==> src/rtl/cache_fifo_arb_pkg.sv <==
// Shared types for the cache request-FIFO write arbiter.
package cache_fifo_arb_pkg;

  typedef enum logic [1:0] {
    ARB_IDLE  = 2'd0,
    ARB_BURST = 2'd1,
    ARB_FLUSH = 2'd2
  } arb_state_e;

endpackage

==> src/rtl/cache_rr_pick.sv <==
// Combinational round-robin picker: first set request at or after ptr, wrapping.
module cache_rr_pick #(
  parameter  int NUM_REQ = 4,
  localparam int ID_W    = $clog2(NUM_REQ)
) (
  input  logic [NUM_REQ-1:0] req,
  input  logic [ID_W-1:0]    ptr,
  output logic [NUM_REQ-1:0] grant,
  output logic [ID_W-1:0]    idx,
  output logic               any
);

  logic [ID_W-1:0] cand;

  // NOTE: every variable gets a default before the loop so no latch is inferred.
  always_comb begin
    grant = '0;
    idx   = '0;
    any   = 1'b0;
    cand  = '0;
    for (int k = 0; k < NUM_REQ; k++) begin
      cand = ID_W'((int'(ptr) + k) % NUM_REQ);
      if (!any && req[cand]) begin
        any = 1'b1;
        idx = cand;
      end
    end
    if (any) grant[idx] = 1'b1;
  end

endmodule

==> src/rtl/cache_fifo_wr_arbiter.sv <==
// Packet-granular round-robin owner of the shared request-FIFO write port; also sequences FIFO flushes.
module cache_fifo_wr_arbiter
  import cache_fifo_arb_pkg::*;
#(
  parameter  int DATA_WIDTH = 32,
  parameter  int NUM_REQ    = 4,
  parameter  int MAX_BURST  = 4,
  parameter  int FIFO_DEPTH = 16,
  localparam int ID_W       = $clog2(NUM_REQ),
  localparam int ENTRY_W    = DATA_WIDTH + ID_W + 1,
  localparam int CNT_W      = $clog2(FIFO_DEPTH) + 1
) (
  input  logic                          clk,
  input  logic                          rst_n,
  input  logic [NUM_REQ-1:0]            req_valid,
  input  logic [NUM_REQ*DATA_WIDTH-1:0] req_data,
  input  logic [NUM_REQ-1:0]            req_last,
  output logic [NUM_REQ-1:0]            req_ready,
  input  logic                          flush_req,
  output logic                          flush_done,
  output logic                          burst_err,
  output logic                          fifo_write,
  output logic [ENTRY_W-1:0]            fifo_write_data,
  output logic                          fifo_soft_rst,
  input  logic                          fifo_full,
  input  logic [CNT_W-1:0]              fifo_data_num
);

  localparam int              BC_W      = $clog2(MAX_BURST) + 1;
  localparam logic [CNT_W-1:0] DEPTH_C  = CNT_W'(FIFO_DEPTH);
  localparam logic [CNT_W-1:0] THRESH_C = CNT_W'(MAX_BURST);
  localparam logic [BC_W-1:0]  LAST_BEAT = BC_W'(MAX_BURST - 1);
  localparam logic [ID_W-1:0]  LAST_ID   = ID_W'(NUM_REQ - 1);

  arb_state_e            state;
  logic [ID_W-1:0]       owner;
  logic [NUM_REQ-1:0]    owner_oh;
  logic [ID_W-1:0]       rr_ptr;
  logic [BC_W-1:0]       beat_cnt;
  logic                  flush_pend;

  logic [NUM_REQ-1:0]    pick_grant;
  logic [ID_W-1:0]       pick_idx;
  logic                  pick_any;
  logic [CNT_W-1:0]      free;
  logic                  can_grant;
  logic [DATA_WIDTH-1:0] data_arr [NUM_REQ];
  logic                  own_valid;
  logic                  own_last;
  logic                  accept;
  logic                  burst_end;

  cache_rr_pick #(.NUM_REQ(NUM_REQ)) u_pick (
    .req   (req_valid),
    .ptr   (rr_ptr),
    .grant (pick_grant),
    .idx   (pick_idx),
    .any   (pick_any)
  );

  always_comb begin
    for (int i = 0; i < NUM_REQ; i++) data_arr[i] = req_data[i*DATA_WIDTH +: DATA_WIDTH];
  end

  // A grant needs room for a whole worst-case burst so the owner never stalls on space it was promised.
  assign free      = DEPTH_C - fifo_data_num;
  assign can_grant = pick_any && (free >= THRESH_C);

  assign own_valid = req_valid[owner];
  assign own_last  = req_last[owner];
  assign accept    = (state == ARB_BURST) && own_valid && !fifo_full;
  assign burst_end = accept && (own_last || (beat_cnt == LAST_BEAT));

  assign req_ready       = (state == ARB_BURST && !fifo_full) ? owner_oh : '0;
  assign fifo_write      = accept;
  assign fifo_write_data = {owner, own_last, data_arr[owner]};
  assign fifo_soft_rst   = (state == ARB_FLUSH);
  assign flush_done      = (state == ARB_FLUSH);

  // NOTE: all state below uses non-blocking assignments so every register samples pre-edge values.
  always_ff @(posedge clk) begin
    if (!rst_n) begin
      state      <= ARB_IDLE;
      owner      <= '0;
      owner_oh   <= '0;
      rr_ptr     <= '0;
      beat_cnt   <= '0;
      flush_pend <= 1'b0;
      burst_err  <= 1'b0;
    end else begin
      if (state == ARB_FLUSH)  flush_pend <= 1'b0;
      else if (flush_req)      flush_pend <= 1'b1;

      case (state)
        ARB_IDLE: begin
          if (flush_pend) begin
            state <= ARB_FLUSH;
          end else if (can_grant) begin
            owner    <= pick_idx;
            owner_oh <= pick_grant;
            beat_cnt <= '0;
            state    <= ARB_BURST;
          end
        end
        ARB_BURST: begin
          if (accept) begin
            beat_cnt <= beat_cnt + BC_W'(1);
            if (burst_end) begin
              state  <= ARB_IDLE;
              rr_ptr <= (owner == LAST_ID) ? '0 : owner + ID_W'(1);
              // Cut at MAX_BURST without last: the tail re-arbitrates as a fresh packet.
              if (!own_last) burst_err <= 1'b1;
            end
          end
        end
        ARB_FLUSH: state <= ARB_IDLE;
        default:   state <= ARB_IDLE;
      endcase
    end
  end

endmodule

==> config.mk <==
export PLATFORM = sky130hd
export DESIGN_NAME = cache_fifo_wr_arbiter
export DESIGN_NICKNAME = d
export VERILOG_FILES = /design/src/rtl/cache_fifo_arb_pkg.sv /design/src/rtl/cache_rr_pick.sv /design/src/rtl/cache_fifo_wr_arbiter.sv
export SDC_FILE = /design/constraint.sdc
export NUM_CORES = 1
export LEC_CHECK = 0
export ABC_AREA = 1
export CAP_MARGIN = 20
export CORE_ASPECT_RATIO = 0.7
export CORE_MARGIN = 2
export CORE_UTILIZATION = 34
export CTS_CLUSTER_SIZE = 16
export DETAILED_ROUTE_END_ITERATION = 6
export PLACE_DENSITY = 0.85
export RECOVER_POWER = 25
export SLEW_MARGIN = 10
export SYNTH_ARGS = -nofsm -noshare
export SYNTH_HDL_FRONTEND = slang
export SYNTH_HIERARCHICAL = 1
export SYNTH_SLANG_ARGS = --single-unit
==> constraint.sdc <==
create_clock -name clk -period 2.65 [get_ports clk]
set_input_delay 0.6625 -clock clk [delete_from_list [all_inputs] [get_ports clk]]
set_output_delay 0.6625 -clock clk [all_outputs]
set_load 0.01 [all_outputs]
==> run metrics, run 1 <==
startpoint types=input pin; post-synthesis cell count=378; Final Critical Period=2.600 ns; Util after Layout=66.49%; first-pass GRT wire length=14.49 mm; hold path start=state[1]; gr ovfl total=0; GPL Wtd Cong=0.8935; Max Slew Vio Count=0; routed len/inst=14.12 µm; CTS tree=built; Hold-fix buffers, CTS=0; Final Skew=0.009025 ns; Fmax=384.6 MHz; Worst Setup Slack, final=0.04988 ns; core area=6246 µm²; Filler cells=565; Tightest Hold Check Type=reg -> reg; Detail Route Antenna Nets=0; clock transition at the registers of the reported paths=0.07 ns; Power Density=443.7 nW/µm²; clock buffer count from CTS=3; Critical Path Max Stage Delay=0.56 ns; H-tree depth=1; RSZ-0062 raised after global routing=no; total via count in the routed design=3205; Ports=188; Top delay family on crit path=buffers and inverters; status=finished, final reports clean; Residual DRC=0; Place WS=-0.1394 ns; clk root buf=clkbuf_8; slew margin rel.=71.05%; worst skew pair latency=0.25 ns; n_diodes=0; number of I/O port buffers=187; max capacitance violation total=0; setup_tns=0 ns; CP Max Fanout=1; Final Setup Violations=0; largest net degree at the start of global routing=69; total power=1843 µW; final hold vios=0; WP data arrival=1.94 ns; Yosys reg bits=15; critical path's most frequent cell=clkdlybuf4s50_1; CTS Buffer Depth=2; number of global-route vias before repair=3236; crit path launch=req_data[88]; CP endpoint kind=output port; reg2reg start=rr_ptr[0]; WP buf/inv=2; # clock sinks=15; router iterations before antenna repair=4; Area Overhead vs Synth=88.79%; Net Count, Synth=526; register area share after synthesis=13.65%; Starting Density=35.22%; drt total wl=8.940 mm; die width=100.1 µm; cells along the critical path=clkdlybuf4s50_1 -> o21ai_0 -> o22ai_1 -> clkdlybuf4s50_1; kind of critical path=in -> out; initial drt markers=104; FF-to-FF setup slack=0.72 ns; nets=704; height of the chip=71.30 µm; part of the cycle the worst path needs=98.12%; Worst Path Required=1.99 ns; initial antenna violation count=0; share of layout cells above drive strength 1=12.43%; Avg Inst Size Synth=5.819 µm²; worst vdd ir=0.0002376 V; Tot GR Track Use=24.56%; worst slew pin tran=0.4329 ns; Critical-path top delay cell=clkdlybuf4s50_1; post-detailed-route via-to-cell ratio=5.063; num rows=24; Die Area=7139 µm²; Static Leakage=0.001832 µW; YS warnings=6; library cells used by synthesis=30; Synth Cell Area=2200 µm²; Post-DP HPWL=7.106 mm
-- per-stage QoR --
step / std cells / hold slack, ns / area, µm²
floorplan: 378 / 0.4228 / 2200
global placement: 629 / 0.4362 / 4123
detailed placement: 629 / 0.4552 / 4123
CTS: 633 / 0.4648 / 4159
global route: 633 / 0.4736 / 4153
finish: 633 / 0.4578 / 4153
-- worst paths after layout --
path / to / cells after the start
worst min register to register: state[1] / 1
worst max register to register: owner[0] / 11
worst min-delay path: state[1] / 1
worst max-delay path: fifo_write_data[24] / 4
-- registers in the layout, summed over array words and instances, names as in the netlist --
register,count
rr_ptr,2
flush_pend,1
owner_oh,4
owner,2
beat_cnt,3
burst_err,1
state,2
-- routing by layer --
layer	routed length (µm)	GRT usage (%)
met5	0	0
met3	759	5.854
met1	3534	27.52
met4	317	9.589
met2	4329	45.12
-- synth_stat cells --
cell	count	area, µm²
a21oi_1	5	25.02
a21oi_2	2	17.52
a31oi_1	1	6.260
buf_2	8	40.04
buf_4	8	60.06
buf_6	5	56.30
clkbuf_1	5	18.77
dfxtp_1	15	300.3
ha_1	3	37.54
inv_1	26	97.59
inv_2	6	22.52
inv_4	2	12.51
inv_8	1	11.26
nand2_1	43	161.4
nand2_2	12	75.07
nand2_4	7	78.83
nand3_1	9	45.04
nand3_2	9	90.09
nand3_4	1	17.52
nand3b_1	2	15.01
nand4_1	1	6.260
nor2_1	86	322.8
nor2_2	10	62.56
nor2_4	3	33.78
nor4_1	1	6.260
o21ai_0	38	190.2
o21ai_1	34	170.2
o22ai_1	32	200.2
or2_0	1	6.260
or2_1	2	12.51
-- timing repair --
| item | CTS | global route |
|---|---|---|
| endpoints found under the setup margin | 7 | 14 |
| resized for setup | 7 | 14 |
| pin swaps | 0 | 0 |
| endpoints found under the hold margin | 0 | 0 |
| setup buffers | 0 | 0 |
-- cell type report --
class	count	area, µm²	area share, %
Tap cell	78	97.59	2.350
Clock buffer	4	45.04	1.085
Inverter	35	143.9	3.465
Sequential cell	15	302.8	7.291
Multi-Input combinational cell	302	1575	37.93
Timing Repair Buffer	199	1988	47.88
-- cells by family after synthesis --
| kind of cell | Yosys count | share of synthesized area [%] |
|---|---|---|
| AOI/OAI and AO/OA | 112 | 27.70 |
| adders and majority gates | 3 | 1.707 |
| buffers and inverters | 61 | 14.50 |
| DFF | 15 | 13.65 |
| and+or+nand+nor | 187 | 42.43 |
-- layout by cell type (no fill, tap or decap), drive strengths merged --
cell type and n:
a31oi 1, nand4 1, a21oi 7, nor2 99, dlygate4sd2 7, o22ai 32, dlygate4sd3 4, dlymetal6s2s 9
inv 35, buf 12, nand3 19, ha 3, nand2 62, clkbuf 8, nand3b 2, clkdlybuf4s50 163
dfxtp 15, o21ai 72, nor4 1, or2 3
-- power breakdown --
part           internal [µW]  leakage (µW)  switching [µW]
clock network            107     0.0000228            80.5
registers                261      0.000124            35.1
logic                    689       0.00169             671
total                   1060       0.00183             787
Note: power is estimated with default switching activity, not from simulation.
==> inputs of run 2 (changes only) <==
CORE_UTILIZATION = 33   (was 34)
PLACE_DENSITY = 0.87   (was 0.85)
SYNTH_HIERARCHICAL = not set   (was 1)
==> run metrics, run 2 <==
status=finished, final reports clean; number of I/O port buffers=187; slew margin rel.=66.78%; height of the chip=68.49 µm; total via count in the routed design=3106; top-area cell type share of the netlist area=18.63%; CTS Buffer Depth=2; clock transition at the registers of the reported paths=0.06 ns; Final Critical Period=2.619 ns; library cells used by synthesis=26; Post-DP HPWL=7.119 mm; Top delay family on crit path=buffers and inverters; Critical Path Max Stage Delay=0.57 ns; most area-consuming cells after synthesis=o21ai_0 (19%), nor2_1 (17%), dfxtp_1 (15%), o22ai_1 (10%), nand2_1 (8.4%); nets=680; routed len/inst=14.92 µm; WP data arrival=1.96 ns; CTS tree=built; Residual DRC=0; Max Slew Vio Count=0; share of layout cells above drive strength 1=7.533%; GPL Wtd Cong=0.8664; Static Leakage=0.001822 µW; cells along the critical path=clkdlybuf4s50_1 -> o21ai_0 -> o22ai_1 -> clkdlybuf4s50_1; router iterations before antenna repair=4; Tot GR Track Use=26.48%; Placed Area=3895 µm²; Synth Flop Type=dfxtp_1; register area share after synthesis=15.32%; drt total wl=9.044 mm; gr ovfl total=0; clock buffer count from CTS=3; Post-synth EDFFs=0; most common cell after layout, fill and taps aside=clkdlybuf4s50_1; Final Skew=0.001055 ns; Synth top cells by count=nor2_1 (88), o21ai_0 (73), nand2_1 (44); initial antenna violation count=0; Worst Path Required=1.99 ns; num rows=23; first-pass GRT wire length=13.63 mm; worst vdd ir=0.0001775 V; Fmax=381.9 MHz; Yosys reg bits=15; setup_tns=0 ns; number of global-route vias before repair=3006; n_diodes=0; part of the cycle the worst path needs=98.82%; Avg Inst Size Synth=5.461 µm²; Detail Route Antenna Nets=0; post-detailed-route via-to-cell ratio=5.125; worst skew pair latency=0.25 ns; startpoint types=input pin; fraction of registers with async set or reset after synthesis=0%; largest net degree at the start of global routing=74; Die Area=6584 µm²; kind of critical path=in -> out; WP buf/inv=2; Power Density=387.3 nW/µm²; initial drt markers=124; Tightest Hold Check Type=reg -> reg; Net Count, Synth=507; Worst Setup Slack, final=0.03127 ns; final instance area=3984 µm²; placed insts=601; Util after Layout=69.57%; post-synthesis cell count=359; max capacitance violation total=0; number of flip-flops in the largest register=4; Place WS=-0.2528 ns; Area Overhead vs Synth=103.2%; count leader, synth=nor2_1; critical path's most frequent cell=clkdlybuf4s50_1; final hold vios=0; CP Max Fanout=1; Hold-fix buffers, CTS=0; worst slew pin tran=0.4931 ns; YS warnings=0; CP endpoint kind=output port; Largest Register=owner_oh; commonest non-fill, non-tap cells in the layout=clkdlybuf4s50_1 (155), nor2_1 (88), o21ai_0 (72); clk root buf=clkbuf_8; die width=96.13 µm; # clock sinks=15; Final Setup Violations=0; biggest regs=owner_oh: 4 flops, beat_cnt: 3 flops; RSZ-0062 raised after global routing=no; Synth Cell Area=1961 µm²; Starting Density=34.24%; Layout Cells excl Fill=606; H-tree depth=1; Critical-path top delay cell=clkdlybuf4s50_1; post-synthesis cell type with the largest combined area=o21ai_0; Ports=188; core area=5727 µm²
[run 2: path summary, 6_finish.rpt]
path | from | to | slack, ns | cells past startpoint
max | req_data[74] | fifo_write_data[10] | 0.03 | 4
min | flush_pend | state[1] | 0.45 | 2
max reg2reg | rr_ptr[0] | owner_oh[2] | 0.67 | 11
min reg2reg | flush_pend | state[1] | 0.45 | 2
[run 2: layout make-up]
class	instances	area [µm²]
flip-flops and latches	15	301.5
repair buffers	194	1993
fillers	489	1743
clock buffers	3	41.29
clock inverters	1	5.005
multi-input cells	289	1436
well taps	75	93.84
inverters	29	112.6
[run 2: through the flow]
stage / power, µW / hold WS, ns
final: 1543 / 0.4546
after global routing: 1660 / 0.4770
after CTS: 1576 / 0.4565
after detailed placement: 1385 / 0.4433
after global placement: 1365 / 0.4365
after floorplan: 792.1 / 0.4250
[run 2: worst register-to-register path, cell delays in order (launching register included)]
cell and delay (ns):
dfxtp_1 0.60, inv_2 0.18, nand2_1 0.10, nand2_1 0.09, nand2_1 0.09, nand2_2 0.07, nor2_4 0.11, nand3_2 0.15
nand3_4 0.18, inv_1 0.10, nand3_1 0.10, a21oi_1 0.07
[run 2: where the power goes]
part | internal, µW | switching, µW | total (µW)
Sequential | 248 | 18.1 | 267
Clock | 104 | 86.1 | 190
Combinational | 559 | 527 | 1090
[run 2: what timing repair did]
item	CTS	global route
cloned	0	0
setup endpoints to repair	4	31
setup buffers	0	1
gates resized for setup	4	28
endpoints found under the hold margin	0	0
pin swaps	0	1
[run 2: cells by family after synthesis]
kind of cell,count (synthesis),synth area share (%)
AOI/OAI and AO/OA,125,35.42
adders and majority gates,3,1.915
buffers and inverters,55,11.42
DFF,15,15.32
and+or+nand+nor,161,35.93
[run 2: per-layer routing]
layer	wire (µm)	vias up	global-route usage (%)
met1	3531	1387	29.49
met5	0	-	0
met3	678	34	6.848
met4	357	0	11.96
li1	-	1551	-
met2	4476	134	48.00
==> inputs of run 3 (changes only) <==
CORE_UTILIZATION = 25   (was 33)
PLACE_DENSITY = 0.69   (was 0.87)
==> run metrics, run 3 (same netlist as run 2, synthesis figures left out) <==
most common cell after layout, fill and taps aside=clkdlybuf4s50_1; Largest Register=owner_oh; num rows=26; Worst Path Required=1.99 ns; Power Density=391.5 nW/µm²; worst vdd ir=0.0002432 V; Tightest Hold Check Type=reg -> reg; Post-DP HPWL=7.448 mm; number of flip-flops in the largest register=4; core area=7450 µm²; Ports=188; CTS tree=built; hold path start=flush_pend; hold endpoint=state[1]; Static Leakage=0.001738 µW; routed len/inst=14.35 µm; RSZ-0062 raised after global routing=no; Hold-fix buffers, CTS=0; Detail Route Antenna Nets=0; Area Overhead vs Synth=105.7%; worst skew pair latency=0.25 ns; first-pass GRT wire length=14.31 mm; largest net degree at the start of global routing=56; Max Slew Vio Count=0; n_diodes=0; initial drt markers=178; final instance area=4033 µm²; Final Setup Violations=0; startpoint types=input pin; final hold vios=0; Placed Area=3956 µm²; reg2reg start=rr_ptr[0]; worst-case reg-to-reg path depth=7; share of layout cells above drive strength 1=8.582%; Final Critical Period=2.620 ns; number of I/O port buffers=187; CP endpoint kind=output port; post-detailed-route via-to-cell ratio=4.856; Filler cells=743; Fmax=381.7 MHz; Residual DRC=0; die width=109.8 µm; Tot GR Track Use=20.75%; clock transition at the registers of the reported paths=0.06 ns; slew margin rel.=67.15%; WP data arrival=1.96 ns; biggest regs=owner_oh: 4 flops, beat_cnt: 3 flops; Util after Layout=54.13%; Die Area=8578 µm²; initial antenna violation count=0; # clock sinks=15; worst slew pin tran=0.4876 ns; FF-to-FF setup slack=0.61 ns; nets=685; hold slack=0.4464 ns; Final Skew=0.004245 ns; hold-critical path depth=2; drt total wl=9.101 mm; kind of critical path=in -> out; total power=1579 µW; CP Max Fanout=1; Reg-to-Reg End=owner[0]; Worst Setup Slack, final=0.03047 ns; GPL Wtd Cong=0.9014; number of global-route vias before repair=3055; total via count in the routed design=3079; clock buffer count from CTS=3; setup repair bufs after CTS=0; Place WS=-0.3019 ns; CTS Buffer Depth=2; commonest non-fill, non-tap cells in the layout=clkdlybuf4s50_1 (163), nor2_1 (88), o21ai_0 (70); status=finished, final reports clean; clk root buf=clkbuf_8; gr ovfl total=0; Starting Density=26.32%; H-tree depth=1; height of the chip=78.10 µm; max capacitance violation total=0; router iterations before antenna repair=4; part of the cycle the worst path needs=98.85%
-- run 3: through the flow --
step | TNS [ns] | instances
3_5_place_dp | -0.6073 | 630
4_1_cts | 0 | 634
6_report | 0 | 634
3_3_place_gp | -0.5358 | 630
2_1_floorplan | 0 | 359
5_1_grt | 0 | 634
-- run 3: worst max path at each step --
stage	startpoint	end	slack, ns	cells after the start
3_3_place_gp	req_valid[2]	fifo_write	-0.30	6
4_1_cts	req_valid[2]	fifo_write	0.001	6
6_report	req_data[79]	fifo_write_data[15]	0.03	4
2_1_floorplan	owner[0]	fifo_write_data[0]	0.56	6
3_5_place_dp	req_valid[2]	fifo_write	-0.30	6
5_1_grt	req_data[73]	fifo_write_data[9]	0.0006	4
-- run 3: layout make-up --
type | instances | area (µm²) | area share [%]
Tap cell | 98 | 122.6 | 3.041
Clock buffer | 3 | 41.29 | 1.024
Multi-Input combinational cell | 289 | 1440 | 35.71
Timing Repair Buffer | 199 | 2007 | 49.77
Inverter | 29 | 112.6 | 2.792
Clock inverter | 1 | 5.005 | 0.1241
Sequential cell | 15 | 304.0 | 7.540
-- run 3: layer usage --
| layer | part of all wire, % | vias up | track usage (%) |
|---|---|---|---|
| li1 | - | 1560 | - |
| met1 | 43 | 1386 | 24.91 |
| met2 | 48 | 111 | 35.89 |
| met3 | 7.0 | 22 | 5.814 |
| met4 | 2.8 | 0 | 5.823 |
| met5 | 0 | - | 0 |
-- run 3: what timing repair did --
item                                    in CTS  in global routing
endpoints found under the setup margin      11                 32
gates resized for setup                     12                 20
pin swaps                                    2                  1
-- run 3: critical path, cell delays in order --
cell and delay [ns]:
clkdlybuf4s50_1 0.45, o21ai_0 0.07, o22ai_1 0.19, clkdlybuf4s50_1 0.59
-- run 3: power breakdown --
group | switching [µW] | total [µW] | internal [µW]
Clock | 87.7 | 192 | 104
Sequential | 23.7 | 272 | 249
Combinational | 529 | 1110 | 585
Total | 641 | 1580 | 938
